### src/rtl/stopwatch_pkg.sv
// stopwatch_pkg: shared digit/time types, FSM states and BCD helpers for stopwatch_core.
package stopwatch_pkg;
  typedef logic [3:0] bcd_t;
  typedef struct packed {
    bcd_t m10, m1, s10, s1, c10, c1;
  } time_t;
  typedef enum logic [1:0] {IDLE, RUN, PAUSE} state_t;
  localparam bcd_t MAX9 = 4'd9;
  localparam bcd_t MAX5 = 4'd5;
  localparam time_t TIME_ZERO = '0;
  function automatic bcd_t bcd_next(bcd_t d, bcd_t max, logic inc);
    return inc ? (d == max ? 4'd0 : d + 4'd1) : d;
  endfunction
endpackage

### src/rtl/stopwatch_core_digit.sv
// bcd_digit: one BCD counter stage; carry_out fires when incremented at MAX.
module bcd_digit
  import stopwatch_pkg::*;
#(
  parameter bcd_t MAX = MAX9
) (
  input  logic       clk,
  input  logic       rst,
  input  logic       clr,
  input  logic       inc,
  output logic [3:0] digit,
  output logic       carry_out
);
  assign carry_out = inc & (digit == MAX);
  always_ff @(posedge clk or negedge rst)
    if (!rst) digit <= '0;
    else digit <= clr ? '0 : bcd_next(digit, MAX, inc);
endmodule

### src/rtl/stopwatch_core.sv
// stopwatch_core: mm:ss.cc BCD stopwatch with start/pause/clear control.
// Optional lap-hold display register enabled by STOPWATCH_LAP_EN.
module stopwatch_core
  import stopwatch_pkg::*;
(
  input  logic        clk,
  input  logic        rst,
  input  logic        cs_tick,
  input  logic        btn_start,
  input  logic        btn_clear,
  input  logic        btn_lap,
  output logic [23:0] time_bcd,
  output logic        running,
  output logic        lap_hold,
  output logic        overflow
);
  state_t state, nstate;
  logic start_prev, clear_prev, start_e, clear_e, clr_act;
  logic [6:0] c;
  bcd_t d [6];
  time_t live;
  assign start_e = btn_start & ~start_prev;
  assign clear_e = btn_clear & ~clear_prev;
  assign clr_act = clear_e & (state != RUN);
  assign nstate = clr_act ? IDLE : start_e ? (state == RUN ? PAUSE : RUN) : state;
  // Registered state gates counting, so a tick on the RUN->PAUSE edge still counts.
  assign c[0] = (state == RUN) & cs_tick;
  assign live = {d[5], d[4], d[3], d[2], d[1], d[0]};
  for (genvar i = 0; i < 6; i++) begin : g_dig
    bcd_digit #(.MAX((i == 3 || i == 5) ? MAX5 : MAX9)) u_digit (
      .clk, .rst, .clr(clr_act), .inc(c[i]), .digit(d[i]), .carry_out(c[i+1])
    );
  end
  always_ff @(posedge clk or negedge rst)
    if (!rst) begin
      state <= IDLE;
      running <= 1'b0;
      overflow <= 1'b0;
      start_prev <= 1'b0;
      clear_prev <= 1'b0;
    end else begin
      start_prev <= btn_start;
      clear_prev <= btn_clear;
      state <= nstate;
      running <= nstate == RUN;
      overflow <= ~clr_act & (overflow | c[6]);
    end
`ifdef STOPWATCH_LAP_EN
  logic lap_prev, lap_e;
  time_t lap_reg, next_live;
  assign lap_e = btn_lap & ~lap_prev;
  // Lap captures the count as it will be after this edge, including a same-cycle tick.
  assign next_live = {bcd_next(d[5], MAX5, c[5]), bcd_next(d[4], MAX9, c[4]),
                      bcd_next(d[3], MAX5, c[3]), bcd_next(d[2], MAX9, c[2]),
                      bcd_next(d[1], MAX9, c[1]), bcd_next(d[0], MAX9, c[0])};
  always_ff @(posedge clk or negedge rst)
    if (!rst) begin
      lap_prev <= 1'b0;
      lap_hold <= 1'b0;
      lap_reg <= TIME_ZERO;
    end else begin
      lap_prev <= btn_lap;
      if (clr_act) begin
        lap_hold <= 1'b0;
        lap_reg <= TIME_ZERO;
      end else if (lap_e & lap_hold) lap_hold <= 1'b0;
      else if (lap_e & (state == RUN)) begin
        lap_hold <= 1'b1;
        lap_reg <= next_live;
      end
    end
  assign time_bcd = lap_hold ? lap_reg : live;
`else
  logic unused_lap;
  assign unused_lap = btn_lap;
  assign lap_hold = 1'b0;
  assign time_bcd = live;
`endif
endmodule

### config.mk
export PLATFORM = sky130hd
export DESIGN_NAME = stopwatch_core
export DESIGN_NICKNAME = d
export VERILOG_FILES = /design/src/rtl/stopwatch_pkg.sv /design/src/rtl/stopwatch_core_digit.sv /design/src/rtl/stopwatch_core.sv
export SDC_FILE = /design/constraint.sdc
export NUM_CORES = 1
export LEC_CHECK = 0
export CORE_MARGIN = 4
export CORE_UTILIZATION = 49
export CTS_CLUSTER_SIZE = 16
export DETAILED_ROUTE_END_ITERATION = 10
export GPL_TIMING_DRIVEN = 1
export PLACE_DENSITY = 0.76
export SYNTH_ARGS = -nofsm -noshare
export SYNTH_HDL_FRONTEND = slang
export SYNTH_SLANG_ARGS = --single-unit
### constraint.sdc
create_clock -name clk -period 2.25 [get_ports clk]
set_input_delay 0.3375 -clock clk [delete_from_list [all_inputs] [get_ports clk]]
set_output_delay 0.3375 -clock clk [all_outputs]
set_load 0.01 [all_outputs]
==> summary.md <==
| Metric | Value |
|---|---|
| Switching share of total power | `30.5%` |
| Via/cell ratio | `5.57` |
| Total inserted antenna cells | `0` |
| TritonCTS clock tree | `yes` |
| Yosys warning total | `0` |
| Type of the tightest min-delay check | `in2async` |
| Status | `completed` |
| Fin Setup TNS | `0 ns` |
| Xor and xnor fraction of the mapped netlist area | `1.03%` |
| Cell count after placement | `246` |
| Final RePlAce weighted congestion | `0.832` |
| Distinct cell type count of the synthesized netlist | `39` |
| Unrepaired setup endpoints after global routing | `no` |
| Commonest cells after routing, fill and taps aside | `sky130_fd_sc_hd__dfrtp_1, sky130_fd_sc_hd__clkdlybuf4s50_1, sky130_fd_sc_hd__a21oi_1` |
| Remaining DRCs | `0` |
| Max-slew violation count | `0` |
| Global routing usage summed across all routing layers | `19.0%` |
| Share of power burned in registers | `50.7%` |
| Final-report hold violation count | `0` |
| Die Height | `67.0 um` |
| Hold_buf cts | `0` |
| Int Pwr | `865 uW` |
| Detailed router's first-iteration violation count | `83` |
| Total number of vias | `1414` |
| Adder-Cell Fraction of Synth Area | `8.80%` |
| Router iterations before antenna repair | `4` |
| Detailed Route WL | `3690 um` |
| TritonCTS Buffers | `5` |
| Tmin final | `2.05 ns` |
| Horiz. Die Dim | `67.0 um` |
| Number of placement rows | `21` |
| Number of setup violations in the final report | `0` |
| Ys async rst share | `100%` |
| Compound-cell area share of the yosys netlist | `12.7%` |
| Total congestion overflow after global routing | `0` |
| Initial cell density of the core | `51.1%` |
| Mean area per synthesized cell | `9.75 um2` |
| Number of instances in the synthesized netlist | `175` |
| Mux contribution to synthesized area | `2.93%` |
| Clock Sink Count | `30` |
| Critical Setup Path Class | `reg2reg` |
| EDFF count, synth | `0` |
| Floorplan Core Area | `3340 um2` |
| Combinational fraction of design power | `22.3%` |
| Number of post-CTS setup repair buffers | `0` |
| Final setup skew | `0.0164 ns` |
| Initial antenna violation count | `0` |
| Synthesis-to-finish area growth | `23.2%` |
| Pin count of the biggest net entering global routing | `31` |
| Post-Synth Simple-Gate Area | `25.2%` |
| Worst VDD drop | `0.558 mV` |
| Portion of the clock cycle consumed by the worst path in the final layout | `91.1%` |
| CP Data Required Time | `2.49 ns` |
| Via count of the first global-routing pass | `1459` |
| Gates resized, CTS repair | `0` |
| Post-synthesis instance area | `1710 um2` |
| Ratio of cells with drive above 1 in the final layout | `9.13%` |
| Number of port buffers | `30` |
| Highest clock rate | `488 MHz` |
| Area of the die | `4490 um2` |
| Synth Net Count | `193` |
| Clock network latency to the later pin of the worst-skew pair | `0.33 ns` |
| P_sw | `379 uW` |
| Worst Path Arrival | `2.29 ns` |
| Sequential share of the synthesized area | `44.0%` |
| Top flip-flop cell by instance count after synthesis | `sky130_fd_sc_hd__dfrtp_1` |
| Cell chosen for the clock root | `sky130_fd_sc_hd__clkbuf_4` |
| Number of violations of the max-capacitance limit | `0` |
| Share of power burned in the clock network | `27.1%` |
| Largest fanout on the critical path | `20` |
| Static Leakage | `0.910 nW` |
| First-pass GRT wire length | `6510 um` |
| Number of nets with antenna violations after routing | `0` |
| Final non-filler cell total | `254` |
| Total power divided by cell area | `592 nW/um2` |
| Startpoint type of the worst setup path | `flop` |
| Largest family of logic cells by synthesized area | `simple AND/OR/NAND/NOR gates` |
| Post-DR wirelength/cell | `14.5 um` |
| Ports placed on the boundary | `33` |
| Nets | `225` |
| Max clock buf depth | `2` |
| Detail Placement HPWL | `2640 um` |
| Depth of the CTS H-tree | `2` |
| Type of element capturing the critical path | `flop` |
| Clk slew on worst S/H paths | `0.11 ns` |
| Number of register bits inferred by synthesis | `30` |
==> worst max-delay path, cell delays in order, from the launching register on <==
cell	delay [ns]
sky130_fd_sc_hd__dfrtp_1	0.43
sky130_fd_sc_hd__inv_1	0.08
sky130_fd_sc_hd__ha_1	0.16
sky130_fd_sc_hd__and3b_2	0.29
sky130_fd_sc_hd__nand4_4	0.26
sky130_fd_sc_hd__or4_1	0.58
sky130_fd_sc_hd__a21oi_1	0.17
==> synth_stat cells, types with 5 or more instances <==
| cell type | count | area share (%) |
|---|---|---|
| sky130_fd_sc_hd__or4_1 | 5 | 2.2 |
| sky130_fd_sc_hd__mux2i_1 | 5 | 2.9 |
| sky130_fd_sc_hd__a21oi_1 | 18 | 5.3 |
| sky130_fd_sc_hd__nor2_1 | 15 | 3.3 |
| sky130_fd_sc_hd__or3_1 | 5 | 1.8 |
| sky130_fd_sc_hd__ha_1 | 12 | 8.8 |
| sky130_fd_sc_hd__o21ai_0 | 12 | 3.5 |
| sky130_fd_sc_hd__dfrtp_1 | 30 | 44 |
| sky130_fd_sc_hd__and3b_1 | 5 | 2.6 |
| sky130_fd_sc_hd__nand2_1 | 13 | 2.9 |
| sky130_fd_sc_hd__inv_1 | 6 | 1.3 |
| sky130_fd_sc_hd__clkbuf_1 | 5 | 1.1 |
==> logic make-up after synthesis <==
group           after synthesis
compound gates               38
xor+xnor                      2
fa+ha+maj                    12
buf+inv                      16
flops                        30
mux                           5
other cells                   1
simple gates                 71
==> registers in the layout, summed over array words and instances (netlist names) <==
name / cells
clear_prev: 1
overflow: 1
running: 1
start_prev: 1
g_dig.u_digit.digit: 24
state: 2
==> through the flow <==
| stage | power [mW] | setup slack (ns) | util, % | hold WS (ns) | area [um2] |
|---|---|---|---|---|---|
| finish | 1.24 | 0.199 | 63.0 | 0.380 | 2100 |
| CTS | 1.26 | 0.193 | 63.0 | 0.385 | 2100 |
| floorplan | 0.792 | 0.407 | - | 0.0419 | 1710 |
| detailed placement | 0.913 | 0.132 | 61.0 | 0.532 | 2040 |
| global placement | 0.903 | 0.191 | 61.0 | 0.509 | 2040 |
| global route | 1.32 | 0.0604 | 63.0 | 0.402 | 2100 |
==> per-layer routing <==
layer  GRT usage, %  vias to the layer above  wire, um
met5              0                        -         0
met4           7.59                        0        58
met3           5.06                        6       155
met2           31.3                       29      1820
met1           23.5                      695      1670
li1               -                      684         -
==> final cells by class <==
| cell class | instances | area, um2 |
|---|---|---|
| multi-input combinational | 129 | 868 |
| inverter | 6 | 22.5 |
| sequential | 30 | 751 |
| clock buffer | 6 | 51.3 |
| clock inverter | 2 | 12.5 |
| tap | 46 | 57.6 |
| fill | 290 | 1240 |
| timing repair buffer | 35 | 338 |
==> power groups by stage <==
stage / clock (mW) / sequential (mW) / combinational [mW]
2_1_floorplan: 0 / 0.642 / 0.151
3_3_place_gp: 0 / 0.634 / 0.269
3_5_place_dp: 0 / 0.638 / 0.275
4_1_cts: 0.349 / 0.628 / 0.279
5_1_grt: 0.378 / 0.636 / 0.305
6_report: 0.337 / 0.631 / 0.277
==> path summary, 6_finish.rpt <==
check	start	end	slack, ns	depth (start not counted)
max	g_dig[1].u_digit.digit[1]	g_dig[5].u_digit.digit[1]	0.20	6
min	rst	g_dig[4].u_digit.digit[0]	0.38	2
max reg2reg	g_dig[1].u_digit.digit[1]	g_dig[5].u_digit.digit[1]	0.20	6
min reg2reg	overflow	overflow	0.55	2
max in group asynchronous	rst	g_dig[0].u_digit.digit[0]	1.58	2
min in group clk	btn_start	start_prev	0.49	1
Power figures use the tool's default switching activity.
